==> src/rtl/cafetera_pkg.sv <==
// rtl/cafetera_pkg.sv - shared constants, enums and helpers for the coffee-machine datapath
package cafetera_pkg;

    localparam logic [3:0] ING_NINGUNO   = 4'b0000;
    localparam logic [3:0] ING_AGUA      = 4'b0001;
    localparam logic [3:0] ING_CAFE      = 4'b0011;
    localparam logic [3:0] ING_LECHE     = 4'b0101;
    localparam logic [3:0] ING_CHOCOLATE = 4'b0111;
    localparam logic [3:0] ING_AZUCAR    = 4'b1001;

    localparam logic [2:0] IDX_AZUCAR = 3'd4;

    localparam int BEB_ESPRESSO   = 0;
    localparam int BEB_CAFE_LECHE = 1;
    localparam int BEB_CAPUCCINO  = 2;
    localparam int BEB_MOCCA      = 3;

    typedef enum logic [1:0] {
        CORTO   = 2'b00,
        MEDIO   = 2'b01,
        LARGO   = 2'b10,
        NINGUNO = 2'b11
    } clase_tiempo_t;

    typedef enum logic [1:0] {
        IDLE     = 2'd0,
        CARGA    = 2'd1,
        DISPENSA = 2'd2,
        FIN      = 2'd3
    } estado_t;

    function automatic logic [3:0] codigo_ingrediente(input logic [2:0] idx);
        case (idx)
            3'd0:    return ING_AGUA;
            3'd1:    return ING_CAFE;
            3'd2:    return ING_LECHE;
            3'd3:    return ING_CHOCOLATE;
            3'd4:    return ING_AZUCAR;
            default: return ING_NINGUNO;
        endcase
    endfunction

    function automatic logic es_onehot(input logic [3:0] b);
        return (b != 4'b0000) && ((b & (b - 4'd1)) == 4'b0000);
    endfunction

endpackage

==> src/rtl/contador_tiempo.sv <==
// rtl/contador_tiempo.sv - loadable down-counter timing how long a valve stays open
module contador_tiempo #(
    parameter int CNT_W = 8
) (
    input  logic             clk,
    input  logic             rst,
    input  logic             cargar,
    input  logic [CNT_W-1:0] valor,
    input  logic             habilitar,
    output logic             cero
);

    logic [CNT_W-1:0] cuenta;

    // Saturates at zero so a stray enable never wraps the count.
    always_ff @(posedge clk) begin
        if (rst) begin
            cuenta <= '0;
        end else if (cargar) begin
            cuenta <= valor;
        end else if (habilitar && (cuenta != '0)) begin
            cuenta <= cuenta - 1'b1;
        end
    end

    assign cero = (cuenta == '0);

endmodule

==> src/rtl/control_dispensado.sv <==
// rtl/control_dispensado.sv - sequences water/coffee/milk/chocolate/sugar valves for one drink
module control_dispensado
    import cafetera_pkg::*;
#(
    parameter int TICKS_CORTO = 2,
    parameter int TICKS_MEDIO = 4,
    parameter int TICKS_LARGO = 8,
    parameter int CNT_W       = 8
) (
    input  logic       clk,
    input  logic       rst,
    input  logic       inicio,
    input  logic       cancelar,
    input  logic [3:0] bebida_in,
    input  logic [1:0] seleccion,
    output logic [3:0] ingrediente,
    output logic [3:0] bebida,
    output logic [4:0] valvula,
    output logic       ocupado,
    output logic       listo,
    output logic       error
);

    localparam logic [CNT_W-1:0] CUENTA_CORTO = CNT_W'(TICKS_CORTO - 1);
    localparam logic [CNT_W-1:0] CUENTA_MEDIO = CNT_W'(TICKS_MEDIO - 1);
    localparam logic [CNT_W-1:0] CUENTA_LARGO = CNT_W'(TICKS_LARGO - 1);

    estado_t          estado, estado_sig;
    logic [2:0]       idx, idx_sig;
    logic [3:0]       bebida_sig, ingrediente_sig;
    logic [4:0]       valvula_sig;
    logic             error_sig;
    logic             cargar, cero;
    logic [CNT_W-1:0] valor_carga;

    contador_tiempo #(.CNT_W(CNT_W)) u_contador (
        .clk       (clk),
        .rst       (rst),
        .cargar    (cargar),
        .valor     (valor_carga),
        .habilitar (estado == DISPENSA),
        .cero      (cero)
    );

    always_ff @(posedge clk) begin
        if (rst) begin
            estado      <= IDLE;
            idx         <= 3'd0;
            bebida      <= 4'b0000;
            ingrediente <= ING_NINGUNO;
            valvula     <= 5'b00000;
            error       <= 1'b0;
        end else begin
            estado      <= estado_sig;
            idx         <= idx_sig;
            bebida      <= bebida_sig;
            ingrediente <= ingrediente_sig;
            valvula     <= valvula_sig;
            error       <= error_sig;
        end
    end

    always_comb begin
        estado_sig  = estado;
        idx_sig     = idx;
        bebida_sig  = bebida;
        error_sig   = 1'b0;
        cargar      = 1'b0;
        valor_carga = '0;

        case (estado)
            IDLE: begin
                if (inicio) begin
                    if (es_onehot(bebida_in)) begin
                        bebida_sig = bebida_in;
                        idx_sig    = 3'd0;
                        estado_sig = CARGA;
                    end else begin
                        error_sig = 1'b1;
                    end
                end
            end
            CARGA: begin
                if (clase_tiempo_t'(seleccion) == NINGUNO) begin
                    if (idx == IDX_AZUCAR) estado_sig = FIN;
                    else                   idx_sig    = idx + 3'd1;
                end else begin
                    cargar     = 1'b1;
                    estado_sig = DISPENSA;
                    case (clase_tiempo_t'(seleccion))
                        CORTO:   valor_carga = CUENTA_CORTO;
                        MEDIO:   valor_carga = CUENTA_MEDIO;
                        default: valor_carga = CUENTA_LARGO;
                    endcase
                end
            end
            DISPENSA: begin
                if (cero) begin
                    if (idx == IDX_AZUCAR) begin
                        estado_sig = FIN;
                    end else begin
                        idx_sig    = idx + 3'd1;
                        estado_sig = CARGA;
                    end
                end
            end
            default: begin
                bebida_sig = 4'b0000;
                estado_sig = IDLE;
            end
        endcase

        // Abort wins over every other transition once a sequence is running.
        if (cancelar && (estado != IDLE)) begin
            estado_sig = IDLE;
            bebida_sig = 4'b0000;
            cargar     = 1'b0;
        end

        // Outputs are registered, so they are computed from the upcoming state.
        ingrediente_sig = ((estado_sig == CARGA) || (estado_sig == DISPENSA))
                          ? codigo_ingrediente(idx_sig) : ING_NINGUNO;
        valvula_sig     = (estado_sig == DISPENSA) ? (5'b00001 << idx_sig) : 5'b00000;
    end

    assign ocupado = (estado != IDLE);
    assign listo   = (estado == FIN);

endmodule

==> config.mk <==
export PLATFORM = sky130hd
export DESIGN_NAME = control_dispensado
export DESIGN_NICKNAME = d
export VERILOG_FILES = /design/src/rtl/cafetera_pkg.sv /design/src/rtl/contador_tiempo.sv /design/src/rtl/control_dispensado.sv
export SDC_FILE = /design/constraint.sdc
export NUM_CORES = 1
export LEC_CHECK = 0
export CORE_ASPECT_RATIO = 1.5
export CORE_MARGIN = 2
export CORE_UTILIZATION = 51
export CTS_BUF_LIST = sky130_fd_sc_hd__clkbuf_8
export CTS_CLUSTER_DIAMETER = 40
export DETAILED_ROUTE_END_ITERATION = 6
export GPL_TIMING_DRIVEN = 0
export PLACE_DENSITY = 0.77
export SETUP_SLACK_MARGIN = 0.1
export SYNTH_ARGS = -nofsm -noshare
export SYNTH_HDL_FRONTEND = slang
export SYNTH_HIERARCHICAL = 1
export SYNTH_SLANG_ARGS = --single-unit
==> constraint.sdc <==
create_clock -name clk -period 3 [get_ports clk]
set_clock_uncertainty 0.2 [all_clocks]
set_input_delay 0.45 -clock clk [delete_from_list [all_inputs] [get_ports clk]]
set_output_delay 0.45 -clock clk [all_outputs]
set_load 0.01 [all_outputs]
==> metrics.log, run 1 <==
[metrics] run status: completed
[metrics] leading post-synthesis cells by cell area: dfxtp_1 34%, ha_1 8.7%, nor2_1 4.5%
[metrics] DR vias: 1441
[metrics] initial cell density of the core: about 54%
[metrics] initial antenna violation count: 0
[metrics] Worst Reg2Reg Path Length in Cells: 9
[metrics] CTS sink cnt: 27
[metrics] Die Footprint: roughly 3600 sq um
[metrics] post-route setup TNS: 0 ns
[metrics] placed cell count: ~240
[metrics] overall die height: roughly 72 um
[metrics] worst path arrival time: between 2 and 3 ns
[metrics] nature of the critical path startpoint: register
[metrics] Max Slew Vio Count: 0
[metrics] cell-internal power: around 670 uW
[metrics] core region area: around 3000 sq um
[metrics] Synth Area in Compound Gates: between 20% and 30%
[metrics] xor/xnor share of the synthesized area: between 2 and 2.5%
[metrics] Critical-path top delay cell: or4_4
[metrics] global placer's final weighted congestion: roughly 0.9
[metrics] global router's overall resource usage: roughly a fifth
[metrics] library cell with the highest instance count after synthesis: dfxtp_1
[metrics] CTS tree: yes
[metrics] achievable clock frequency: around 350 MHz
[metrics] Synth Area in Simple Gates: roughly 27%
[metrics] Post-Route WL: between 3 and 4 mm
[metrics] number of flip-flops and latches in the synthesized netlist: 27
[metrics] CP Data Required Time: slightly above 3 ns
[metrics] WL per Instance: roughly 14 um
[metrics] sequential cell area fraction in the yosys report: roughly 34%
[metrics] clock transition time at the flip-flop clock pins of the worst setup and hold paths: around 0.10 ns
[metrics] Final Hold Vio Count: 0
[metrics] number of nets still failing antenna checks after routing: 0
[metrics] Buffers & Inverters on Critical Path: 0
[metrics] number of library cell types mapped by synthesis: between 50 and 60
[metrics] number of setup violations in the final report: 0
[metrics] clock power share: between 20% and 30%
[metrics] adder-cell share of the synthesized area: ~8.7%
[metrics] proportion of power drawn by flip-flops and latches: between 40% and 50%
[metrics] drc violations: 0
[metrics] Worst Hold Class: reg2reg
[metrics] crit-path cells: or4_4 -> nor4_4 -> a41oi_2 -> a31oi_2 -> o21a_1 -> o31a_1 -> ha_1 -> nor2_1 -> and4_1
[metrics] clock buffer count from CTS: 3
[metrics] total grt overflow: 0
[metrics] kind of capture point of the worst setup path: register
[metrics] number of design-rule violations left by the first detailed-router iteration: 17
[metrics] synth cell count leaders: 27 x dfxtp_1, 19 x nor2_1
[metrics] number of cell rows: 24
[metrics] instance count of the mapped netlist: ~170
[metrics] area share of the largest cell type after synthesis: ~34%
[metrics] power per cell area: around 520 nW/um^2
[metrics] ratio of cells with drive above 1 in the final layout: between 10% and 20%
[metrics] share of total power consumed by net switching: between 30% and 40%
[metrics] Cell Area, Synth: 1580 sq um
[metrics] number of buffers on the longest clock path: 2
[metrics] H-tree depth: 1
[metrics] insertion delay of the later-clocked pin in the worst-skew pair: between 0.2 and 0.3 ns
[metrics] cell class contributing the biggest share of worst-path delay: simple AND/OR/NAND/NOR gates
[metrics] number of stages on the worst hold path: 2
[metrics] Mapped Avg Cell Area: between 9 and 10 sq um
[metrics] peak supply drop: around 0.00032 V
[metrics] Fillers: roughly 260
[metrics] final-stage net count: roughly 230
[metrics] sw power: about 370 uW
[metrics] reported max-cap violation count: 0
[metrics] Post-synth ARST share: 0%
[metrics] setup repair after global routing missed its margin: false
[metrics] Die Width: 49.4 um
[metrics] library cell occupying the most area in the post-synthesis netlist: dfxtp_1
[metrics] maximum number of pins on one net before global-route repair: 17
[metrics] port buffer count: 25
[metrics] share of the clock period used by the worst path: approximately 95%
[metrics] detailed placement HPWL: roughly 2.7 mm
[metrics] total of hold buffers inserted after clock tree synthesis: 0
[metrics] global-route wire length before repair: ~6 mm
[metrics] biggest fanout along the worst timing path: 6
[metrics] Tmin final: about 2.8 ns
[metrics] Avg Vias per Cell: around 5.8
[metrics] non-filler cells in the finished layout: ~250
[metrics] number of antenna repair diodes: 0
[metrics] number of gates on the worst path with buffers counted: 9
[metrics] Synth-to-Final Area Change: 26.7%
[metrics] number of detailed-route iterations in the first pass: 4
[metrics] critical path class: reg2reg
[metrics] final core utilization: between 60% and 70%
[metrics] Static Leakage: about 0.00073 uW
[metrics] Comb power frac: about two fifths
[metrics] total of warnings raised by yosys: 6
[metrics] count of flip-flops with a built-in enable after synthesis: 0
[metrics] via count of the first global-routing pass: roughly 1400
[metrics] multiplexer area fraction after synthesis: under 10%
[metrics] largest family of logic cells by synthesized area: simple AND/OR/NAND/NOR gates
[metrics] Synth Flop Type: dfxtp_1
[metrics] buffer type at the clock tree root: clkbuf_8
[metrics] number of primary I/O pins: 26
[metrics] delay contributed by the slowest stage of the critical path: 0.61 ns
==> worst paths after layout <==
path	startpoint	end	slack, ns
setup reg to reg	u_contador/cuenta[2]	ingrediente[3]	0.15
hold reg to reg	bebida[2]	bebida[2]	0.30
setup / recovery	u_contador/cuenta[2]	ingrediente[3]	0.15
hold / removal	bebida[2]	bebida[2]	0.30
==> sequential cells by signal (all words and copies together), names as in the netlist <==
register,flops
error,1
u_contador/cuenta,8
valvula,5
bebida,4
estado,2
ingrediente,4
idx,3
==> cell families after synthesis <==
logic type      Yosys count
simple gates             69
flops                    27
other cells               1
fa+ha+maj                11
compound gates           44
xor+xnor                  4
buf+inv                  15
mux                       2
==> layout make-up <==
class,count,area [sq um],share of cell area [%]
Sequential cell,27,541,27.0
Clock buffer,3,41.3,2.06
Buffer,3,11.3,0.563
Timing Repair Buffer,28,273,13.6
Clock inverter,1,7.51,0.375
Tap cell,39,48.8,2.44
Multi-Input combinational cell,135,1030,51.7
Inverter,12,45.0,2.25
==> per-stage QoR <==
stage          hold slack, ns  setup WS, ns  cell area (sq um)  total power (uW)
2_1_floorplan           0.280         0.341               1590               663
3_3_place_gp            0.272       -0.0654               1890               750
3_5_place_dp            0.284        -0.112               1890               767
4_1_cts                 0.303         0.124               1950               981
5_1_grt                 0.333        0.0565               2000              1100
6_report                0.299         0.153               2000              1040
==> routing by layer <==
metal	wire length (um)	vias up	share of wire [%]	GRT usage (%)
met5	0	-	0	0
met4	52	0	1.5	9.26
met3	145	5	4.1	2.88
met2	1940	43	54	40.8
met1	1440	687	40	21.4
li1	-	706	-	-
==> power groups by stage <==
stage	registers (uW)	clock network [uW]	logic, uW
2_1_floorplan	424	0	240
3_3_place_gp	422	0	328
3_5_place_dp	425	0	342
4_1_cts	417	215	349
5_1_grt	423	229	444
6_report	419	217	407
==> cell usage in the layout, fill, tap and decap left out, drive strengths merged, types with 5 or more instances in the layout <==
cell type,Yosys,routed
a21oi,12,12
a31oi,5,5
clkbuf,2,5
clkdlybuf4s50,0,25
conb,1,5
dfxtp,27,27
ha,11,11
inv,11,11
nand2,11,11
nor2,19,19
nor2b,7,7
o21ai,10,10
or4,5,5
==> what timing repair did <==
action	4_1_cts	5_1_grt
gates resized for setup	1	5
pin swaps	0	2
setup endpoints to repair	9	9
hold endpoints to repair	0	0
setup buffers	0	3
==> worst min-delay path: cells and delay by family, from the launching register on <==
family	cells	cell delay, ns
DFF	1	0.33
AOI/OAI and AO/OA	2	0.14
(Power assumes the default switching activity.)
==> run 2, diff against run 1 <==
--- a/config.mk
+++ b/config.mk
@@ -11,7 +11,6 @@
 export CTS_BUF_LIST = sky130_fd_sc_hd__clkbuf_8
 export CTS_CLUSTER_DIAMETER = 40
 export DETAILED_ROUTE_END_ITERATION = 6
-export GPL_TIMING_DRIVEN = 0
 export PLACE_DENSITY = 0.77
 export SETUP_SLACK_MARGIN = 0.1
 export SYNTH_ARGS = -nofsm -noshare
==> metrics.log, run 2 (same netlist as run 1, synthesis figures left out) <==
[metrics] power per cell area: slightly above 500 nW/um^2
[metrics] ratio of cells with drive above 1 in the final layout: ~16%
[metrics] global placer's final weighted congestion: 0.860
[metrics] run status: completed
[metrics] detailed placement HPWL: 2.69 mm
[metrics] total grt overflow: 0
[metrics] flip-flop count of the largest register, all copies and words added: 8
[metrics] clock transition time at the flip-flop clock pins of the worst setup and hold paths: about 0.1 ns
[metrics] Tmin final: 2.69 ns
[metrics] crit-path cells: or4_4 -> nor4_2 -> buf_4 -> a41oi_1 -> a31oi_1 -> o21a_1 -> o31a_1 -> ha_1 -> nor2b_2 -> nor4b_2
[metrics] WL per Instance: 14.1 um
[metrics] Post-Route WL: roughly 3.5 mm
[metrics] Critical-path top delay cell: or4_4
[metrics] most frequent cells in the layout: 27 x dfxtp_1, 25 x clkdlybuf4s50_1, 19 x nor2_1
[metrics] cell class contributing the biggest share of worst-path delay: simple AND/OR/NAND/NOR gates
[metrics] share of the clock period used by the worst path: 89.6%
[metrics] post-route setup TNS: 0 ns
[metrics] Worst Hold Class: reg2reg
[metrics] H-tree depth: 1
[metrics] Static Leakage: around 0.00075 uW
[metrics] insertion delay of the later-clocked pin in the worst-skew pair: around 0.28 ns
[metrics] worst slack after detailed placement: 0.0581 ns
[metrics] overall die height: between 70 and 80 um
[metrics] reported max-cap violation count: 0
[metrics] number of cell rows: 24
[metrics] number of buffers on the longest clock path: 2
[metrics] achievable clock frequency: around 370 MHz
[metrics] largest register by flop count: u_contador/cuenta
[metrics] biggest fanout along the worst timing path: 5
[metrics] Fillers: about 270
[metrics] CP Data Required Time: about 3 ns
[metrics] port buffer count: 25
[metrics] worst-case setup margin in the final layout: 0.312 ns
[metrics] delay contributed by the slowest stage of the critical path: ~0.56 ns
[metrics] Die Width: slightly below 50 um
[metrics] final-stage net count: between 200 and 250
[metrics] maximum number of pins on one net before global-route repair: 21
[metrics] number of primary I/O pins: 26
[metrics] global-route wire length before repair: about 6.1 mm
[metrics] number of setup violations in the final report: 0
[metrics] number of detailed-route iterations in the first pass: 4
[metrics] peak supply drop: 0.000343 V
[metrics] Die Footprint: approximately 3600 sq um
[metrics] core region area: slightly below 3000 sq um
[metrics] initial antenna violation count: 0
[metrics] Synth-to-Final Area Change: 26.6%
[metrics] nature of the critical path startpoint: register
[metrics] Avg Vias per Cell: approximately 5.7
[metrics] Max Slew Vio Count: 0
[metrics] number of buffers inserted to repair setup after CTS: 0
[metrics] DR vias: around 1400
[metrics] clock buffer count from CTS: 3
[metrics] drc violations: 0
[metrics] most common cell after layout, fill and taps aside: dfxtp_1
[metrics] number of nets still failing antenna checks after routing: 0
[metrics] critical path class: reg2reg
[metrics] number of antenna repair diodes: 0
[metrics] Final Hold Vio Count: 0
[metrics] setup repair after global routing missed its margin: false
[metrics] worst slack on hold paths: around 0.3 ns
[metrics] kind of capture point of the worst setup path: register
[metrics] global router's overall resource usage: around a fifth
[metrics] CTS sink cnt: 27
[metrics] worst path arrival time: between 2 and 3 ns
[metrics] via count of the first global-routing pass: 1437
[metrics] buffer type at the clock tree root: clkbuf_8
[metrics] total of hold buffers inserted after clock tree synthesis: 0
[metrics] Gates resized, CTS repair: 0
[metrics] Buffers & Inverters on Critical Path: 1
[metrics] initial cell density of the core: a little over half
[metrics] leading registers by flop count: u_contador/cuenta: 8 flops, valvula: 5 flops
[metrics] number of design-rule violations left by the first detailed-router iteration: 29
[metrics] CTS tree: yes
-- run 2: cell types whose count changed in the layout (fill, tap and decap cells not counted) --
cell,delta
nor2b_2,+1
nor4_4,-1
buf_4,+5
a41oi_1,+1
a31oi_2,-1
clkbuf_1,-2
nor4_2,+1
a31oi_1,+1
nor2b_4,-1
buf_1,-1
a41oi_2,-1
-- run 2: report_power, final --
part	leakage (uW)	internal [uW]	switching, uW
Sequential	0.000219	389	27.8
Clock	0.0000217	94.5	120
Combinational	0.000510	175	205
Total	0.000751	658	353
-- run 2: worst paths after layout --
check                       start  slack, ns  cells after the start         end
max          u_contador/cuenta[3]       0.31                     10  valvula[3]
min                     bebida[3]       0.30                      2   bebida[3]
max reg2reg  u_contador/cuenta[3]       0.31                     10  valvula[3]
min reg2reg             bebida[3]       0.30                      2   bebida[3]
-- run 2: layout make-up --
type,count,area [sq um],area share (%)
clock inverter,1,7.51,0.375
multi-input combinational,135,1010,50.3
clock buffer,3,41.3,2.07
inverter,12,45.0,2.25
timing repair buffer,33,310,15.5
sequential,27,541,27.0
tap,39,48.8,2.44
-- run 2: routing by layer --
layer	track usage, %	up-vias	routed length (um)
li1	-	707	-
met2	41.4	32	1910
met4	8.33	0	65
met3	2.47	7	114
met5	0	-	0
met1	22.5	678	1450
-- run 2: through the flow --
| step | cell area, sq um | power (uW) | utilization, % | std cells |
|---|---|---|---|---|
| after floorplan | 1590 | 663 | - | 177 |
| after global placement | 1940 | 782 | 66.0 | 246 |
| after detailed placement | 1940 | 794 | 66.0 | 246 |
| after CTS | 1990 | 1010 | 67.6 | 250 |
| after global routing | 2000 | 1070 | 67.9 | 250 |
| final | 2000 | 1010 | 67.9 | 250 |
-- run 2: worst reg2reg max path, delay by kind of cell, from the launching register on --
| family | cells | cell delay (ns) |
|---|---|---|
| buffers and inverters | 1 | 0.17 |
| DFF | 1 | 0.35 |
| adders and majority gates | 1 | 0.14 |
| and+or+nand+nor | 4 | 1.15 |
| AOI/OAI and AO/OA | 4 | 0.60 |
